==> src/rtl/game_pkg.sv <==
// ============================================================================
// game_pkg : shared game state encoding, move codes and screen constants
// Revision : 1.0
// ============================================================================
`default_nettype none

package game_pkg;

  typedef enum logic [1:0] {
    ST_IDLE = 2'd0,
    ST_PLAY = 2'd1,
    ST_OVER = 2'd2
  } state_e;

  localparam logic [1:0] MOVE_NONE  = 2'b00;
  localparam logic [1:0] MOVE_LEFT  = 2'b01;
  localparam logic [1:0] MOVE_RIGHT = 2'b10;
  localparam logic [1:0] MOVE_BOTH  = 2'b11;

  localparam int DEF_SCREEN_W     = 640;
  localparam int DEF_PLAYER_W     = 64;
  localparam int DEF_OBJ_W        = 16;
  localparam int DEF_STEP         = 4;
  localparam int DEF_LIVES        = 3;
  localparam int DEF_FLASH_FRAMES = 30;

  localparam logic [15:0] BCD_MAX = 16'h9999;
  localparam logic [15:0] BIN_MAX = 16'hFFFF;

endpackage

`default_nettype wire

==> src/rtl/bcd_counter.sv <==
// ============================================================================
// bcd_counter : 4-digit packed BCD incrementer, saturating at 9999
// Revision    : 1.0
// ============================================================================
`default_nettype none

module bcd_counter
  import game_pkg::*;
(
  input  logic [15:0] value,
  output logic [15:0] incremented
);

  logic [15:0] ripple;
  logic [4:0]  carry;

  assign carry[0] = 1'b1;

  genvar gi;
  generate
    for (gi = 0; gi < 4; gi++) begin : g_digit
      logic [3:0] digit;
      assign digit = value[4*gi +: 4];
      always_comb begin
        ripple[4*gi +: 4] = digit;
        carry[gi+1]       = 1'b0;
        if (carry[gi]) begin
          if (digit == 4'd9) begin
            ripple[4*gi +: 4] = 4'd0;
            carry[gi+1]       = 1'b1;
          end else begin
            ripple[4*gi +: 4] = digit + 4'd1;
          end
        end
      end
    end
  endgenerate

  // A carry out of the top digit only happens from 9999, which must hold.
  assign incremented = (value == BCD_MAX) ? value : ripple;

  logic unused_carry;
  assign unused_carry = carry[4];

endmodule

`default_nettype wire

==> src/rtl/game_state.sv <==
// ============================================================================
// game_state : paddle position, catch/miss resolution, score/lives, game flow
//              BCD_SCORE_EN selects 4-digit BCD score instead of binary.
// Revision   : 1.0
// ============================================================================
`default_nettype none

module game_state
  import game_pkg::*;
#(
  parameter int SCREEN_W     = game_pkg::DEF_SCREEN_W,
  parameter int PLAYER_W     = game_pkg::DEF_PLAYER_W,
  parameter int OBJ_W        = game_pkg::DEF_OBJ_W,
  parameter int STEP         = game_pkg::DEF_STEP,
  parameter int LIVES        = game_pkg::DEF_LIVES,
  parameter int FLASH_FRAMES = game_pkg::DEF_FLASH_FRAMES
) (
  input  logic        clk,
  input  logic        rst,
  input  logic        frame_tick,
  input  logic [1:0]  move,
  input  logic [10:0] object_position,
  input  logic        object_landed,
  output logic [10:0] player_x,
  output logic [15:0] score,
  output logic [2:0]  lives,
  output logic        playing,
  output logic        game_over,
  output logic        miss_flash
);

  localparam int FLASH_W = $clog2(FLASH_FRAMES + 1);

  localparam logic [10:0]        X_MAX      = 11'(SCREEN_W - PLAYER_W);
  localparam logic [10:0]        X_CENTRE   = 11'((SCREEN_W - PLAYER_W) / 2);
  localparam logic [10:0]        STEP_X     = 11'(STEP);
  localparam logic [11:0]        OBJ_W_X    = 12'(OBJ_W);
  localparam logic [11:0]        PLAYER_W_X = 12'(PLAYER_W);
  localparam logic [2:0]         LIVES_INIT = 3'(LIVES);
  localparam logic [FLASH_W-1:0] FLASH_LOAD = FLASH_W'(FLASH_FRAMES);
  localparam logic [FLASH_W-1:0] FLASH_ONE  = FLASH_W'(1);

  state_e              state_q, state_d;
  logic [10:0]         player_x_q, player_x_d;
  logic [15:0]         score_q, score_d;
  logic [2:0]          lives_q, lives_d;
  logic [FLASH_W-1:0]  flash_cnt_q, flash_cnt_d;
  logic                miss_flash_q, miss_flash_d;
  logic                playing_q, playing_d;
  logic                game_over_q, game_over_d;

  logic [15:0] score_inc;
  logic [11:0] obj_ext, px_ext;
  logic        hit;

`ifdef BCD_SCORE_EN
  bcd_counter u_bcd_counter (
    .value       (score_q),
    .incremented (score_inc)
  );
`else
  assign score_inc = (score_q == BIN_MAX) ? score_q : score_q + 16'd1;
`endif

  // Widened to 12 bits so the right-edge sums cannot wrap.
  assign obj_ext = {1'b0, object_position};
  assign px_ext  = {1'b0, player_x_q};
  assign hit     = ((obj_ext + OBJ_W_X) > px_ext) && (obj_ext < (px_ext + PLAYER_W_X));

  always_comb begin
    state_d     = state_q;
    player_x_d  = player_x_q;
    score_d     = score_q;
    lives_d     = lives_q;
    flash_cnt_d = flash_cnt_q;

    if (frame_tick && (flash_cnt_q != '0)) begin
      flash_cnt_d = flash_cnt_q - FLASH_ONE;
    end

    case (state_q)
      ST_IDLE: begin
        if (frame_tick && ((move == MOVE_LEFT) || (move == MOVE_RIGHT))) begin
          state_d    = ST_PLAY;
          score_d    = '0;
          lives_d    = LIVES_INIT;
          player_x_d = X_CENTRE;
        end
      end
      ST_PLAY: begin
        if (frame_tick) begin
          if (move == MOVE_LEFT) begin
            player_x_d = (player_x_q < STEP_X) ? 11'd0 : player_x_q - STEP_X;
          end else if (move == MOVE_RIGHT) begin
            player_x_d = (player_x_q > (X_MAX - STEP_X)) ? X_MAX : player_x_q + STEP_X;
          end
        end
        if (object_landed) begin
          if (hit) begin
            score_d = score_inc;
          end else begin
            lives_d     = lives_q - 3'd1;
            flash_cnt_d = FLASH_LOAD;
            if (lives_q == 3'd1) begin
              state_d = ST_OVER;
            end
          end
        end
      end
      ST_OVER: begin
        if (frame_tick && (move == MOVE_BOTH)) begin
          state_d = ST_IDLE;
        end
      end
      default: state_d = ST_IDLE;
    endcase

    miss_flash_d = (flash_cnt_d != '0);
    playing_d    = (state_d == ST_PLAY);
    game_over_d  = (state_d == ST_OVER);
  end

  always_ff @(posedge clk) begin
    if (rst) begin
      state_q      <= ST_IDLE;
      player_x_q   <= X_CENTRE;
      score_q      <= '0;
      lives_q      <= LIVES_INIT;
      flash_cnt_q  <= '0;
      miss_flash_q <= 1'b0;
      playing_q    <= 1'b0;
      game_over_q  <= 1'b0;
    end else begin
      state_q      <= state_d;
      player_x_q   <= player_x_d;
      score_q      <= score_d;
      lives_q      <= lives_d;
      flash_cnt_q  <= flash_cnt_d;
      miss_flash_q <= miss_flash_d;
      playing_q    <= playing_d;
      game_over_q  <= game_over_d;
    end
  end

  assign player_x   = player_x_q;
  assign score      = score_q;
  assign lives      = lives_q;
  assign playing    = playing_q;
  assign game_over  = game_over_q;
  assign miss_flash = miss_flash_q;

endmodule

`default_nettype wire
==> config.mk <==
export PLATFORM = sky130hd
export DESIGN_NAME = game_state
export DESIGN_NICKNAME = d
export VERILOG_FILES = /design/src/rtl/game_pkg.sv /design/src/rtl/bcd_counter.sv /design/src/rtl/game_state.sv
export SDC_FILE = /design/constraint.sdc
export NUM_CORES = 1
export LEC_CHECK = 0
export CAP_MARGIN = 40
export CORE_ASPECT_RATIO = 1.5
export CORE_MARGIN = 4
export CORE_UTILIZATION = 41
export CTS_CLUSTER_DIAMETER = 150
export DETAILED_ROUTE_END_ITERATION = 12
export PLACE_DENSITY = 0.65
export SLEW_MARGIN = 20
export SYNTH_ARGS = -nofsm -noshare
export SYNTH_HDL_FRONTEND = slang
export SYNTH_SLANG_ARGS = --single-unit
==> constraint.sdc <==
create_clock -name clk -period 2.9 [get_ports clk]
set_input_delay 0.435 -clock clk [delete_from_list [all_inputs] [get_ports clk]]
set_output_delay 0.435 -clock clk [all_outputs]
set_load 0.01 [all_outputs]
==> reports/results.tsv <==
metric	value	unit
status	complete, no violations	
post-route design area	0.003656	mm2
average size of a mapped cell	7.696	um2
Antenna Cells	0	
number of antenna violations at the first check in global routing	0	
peak fanout along the critical path	10	
Crit-path slowest cell	clkdlybuf4s50_1	
CTS root buf	clkbuf_8	
Max transition margin	62.52	%
Placement Cell Area	0.003482	mm2
number of iterations in the first detailed-routing pass	5	
measured slew at the worst slew-check pin	0.5605	ns
CP delay by family, top	simple AND/OR/NAND/NOR gates	
buffers added on ports	47	
clock-pin slew reported for the worst setup and hold paths after clock tree synthesis	0.08	ns
Met1 Routed Length	3121	um
fmax	352.1	MHz
global-route wire length before repair	12450	um
Post-Syn Area	0.002709	mm2
DR WL/cell	15.60	um
Switch Pwr	0.3935	mW
initial core utilization	42.06	%
area of the die	0.007998	mm2
number of warnings issued by yosys	0	
Clock Skews	0.008078	ns
hold buffers post-CTS	0	
final worst path period need	2.840	ns
fillers	613	
final worst setup slack	0.05996	ns
number of H-tree levels	2	
share of power burned in the clock network	29.8	%
Pwr per Cell Area	357.3	mW/mm2
Buffers & Inverters on Critical Path	3	
floorplan row count	36	
Placeable Area	0.006441	mm2
maximum vdd drop	0.2612	mV
nature of the critical path endpoint	flip-flop	
critical path class	in2reg	
vias after detailed routing	2817	
detailed-route DRC error count	0	
Critical Path Most Common Cell	nand3_2	
number of library cell types mapped by synthesis	54	
synth-to-layout area growth	34.97	%
GR Util All Layers	19.76	%
starting DRC count in detailed routing	174	
detailed placement HPWL	6077	um
portion of total power attributed to sequential cells	44.1	%
source-to-sink clock delay at the later pin of the worst-skew pair	0.29	ns
Hold WC Path Type	reg2reg	
CTS tree	done	
final layout net count	468	
longest individual stage delay on the worst path	0.50	ns
pin count of the biggest net entering global routing	16	
startpoint type of the worst setup path	input pin	
share of synthesized flip-flops with an asynchronous set or reset	0	%
synthesized flop and latch total	38	
Routed WL	7814	um
worst slack after detailed placement	-0.3125	ns
overall overflow remaining after global route	0	
share of layout cells above drive strength 1	14.12	%
Int Power	0.9128	mW
switching part of the total	30.12	%
Critical Path AT	3.07	ns
routed wire length on met3	263	um
TritonCTS buffer count	5	
pins over their slew limit	0	
chip width	74.37	um
final antenna-violating net count	0	
worst hold slack	0.4995	ns
endpoint required time on the critical path	3.13	ns
Post-Synthesis Cells	352	
top flip-flop cell by instance count after synthesis	dfxtp_1	
Final Hold Viols	0	
Top Ports	50	
LEAKAGE	1.417	nW
via count of the first global-routing pass	2747	
number of enable-type register cells in the synthesized netlist	0	
max capacitance violation total	0	
cell breakdown of the critical path	clkdlybuf4s50_1 > and3_4 > nand3_2 > xnor2_2 > ha_4 > nand3_2 > a211oi_2 > a2111o_1 > nand4_1 > buf_6 > buf_12 > or3_1 > a21oi_1	
combinational share of power	26.1	%
endpoints failing setup	0	
most common cell after layout, fill and taps aside	clkdlybuf4s50_1	
final cycle utilization of the critical path	97.93	%
Die Span Y	107.6	um
Clock Sink Count	38	
routed via count divided by cell count	5.623	
worst-case clock buffer depth	2	
post-synthesis sequential area ratio	28.08	%
GPL Wtd Cong	0.9775	
overall power consumption	1.306	mW
most frequent cells in the layout	43 x clkdlybuf4s50_1, 38 x dfxtp_1, 33 x buf_4	
met2 WL post-DR	4236	um
topmost layer with routed signal wires	met4	
## synth_stat cells (all sizes together), types with 5 or more instances
cell | count | area share, %
a21oi | 32 | 5.9
and3 | 5 | 1.7
buf | 8 | 1.8
clkbuf | 11 | 1.5
dfxtp | 38 | 28
ha | 27 | 12
inv | 22 | 3.0
nand2 | 30 | 4.2
nand2b | 5 | 1.2
nand3 | 19 | 3.5
nand4 | 10 | 2.3
nor2 | 22 | 3.0
nor3 | 10 | 1.8
o21ai | 24 | 4.4
o31ai | 8 | 2.2
or3 | 15 | 3.5
xnor2 | 11 | 3.6
## flip-flops by register name, summed over array words and instances, names as in the netlist
name,count
state_q,2
miss_flash,1
flash_cnt_q,5
playing,1
score,16
player_x,9
lives,3
game_over,1
## cell type report
class | instances | area [um2] | area share, %
multi-input cells | 274 | 1843 | 50.41
well taps | 76 | 95.09 | 2.601
clock inverters | 2 | 12.51 | 0.3422
flip-flops and latches | 38 | 760.7 | 20.81
repair buffers | 83 | 779.5 | 21.32
inverters | 22 | 82.58 | 2.259
clock buffers | 6 | 82.58 | 2.259
## timing repair
item | 4_1_cts | 5_1_grt
pin swaps | 0 | 3
setup buffers | 0 | 0
gates resized for setup | 2 | 14
setup endpoints to repair | 4 | 20
## path summary, 6_finish.rpt
kind	startpoint	to	slack [ns]	depth (start not counted)
worst max-delay path	object_position[6]	score[4]$_SDFFE_PP0P_	0.06	13
worst min-delay path	flash_cnt_q[3]$_SDFF_PP0_	miss_flash$_SDFF_PP0_	0.50	2
worst max register to register	player_x[7]$_SDFFE_PP0P_	score[4]$_SDFFE_PP0P_	0.12	12
worst min register to register	flash_cnt_q[3]$_SDFF_PP0_	miss_flash$_SDFF_PP0_	0.50	2
## metal layers
metal / vias up / track usage [%]
li1: 1419 / -
met2: 70 / 37.04
met4: 0 / 8.015
met1: 1314 / 21.62
met3: 14 / 2.150
met5: - / 0
## power by group through the flow
| stage | registers (mW) | logic, mW | clock network, mW |
|---|---|---|---|
| after floorplan | 0.590 | 0.216 | 0 |
| after global placement | 0.587 | 0.328 | 0 |
| after detailed placement | 0.588 | 0.332 | 0 |
| after CTS | 0.576 | 0.337 | 0.400 |
| after global routing | 0.580 | 0.383 | 0.419 |
| final | 0.576 | 0.341 | 0.390 |
## worst register-to-register path: stages, from the launching register on
cell and delay (ns):
dfxtp_1 0.33, inv_1 0.10, ha_1 0.29, inv_1 0.04
ha_1 0.28, a211oi_1 0.26, o211ai_1 0.14, o2111ai_2 0.32
nand4_1 0.16, buf_6 0.17, buf_12 0.13, or3_1 0.34
a21oi_1 0.15
## logic make-up (layout without fill, tap and decap cells)
family	Yosys count	in the layout	share of synthesized area [%]
buf+inv	41	113	6.420
xor+xnor	15	15	4.850
compound gates	94	94	21.43
flops	38	38	28.08
other cells	1	2	0.1384
simple gates	134	134	25.87
mux	2	2	0.7391
fa+ha+maj	27	27	12.47
## per-stage QoR
step / TNS (ns) / cells / utilization [%]
global placement: -4.645 / 493 / 54.06
global route: -0.1607 / 501 / 56.76
floorplan: 0 / 353 / -
CTS: 0 / 501 / 55.69
detailed placement: -6.076 / 493 / 54.06
finish: 0 / 501 / 56.76
Note: power is estimated with default switching activity, not from simulation.
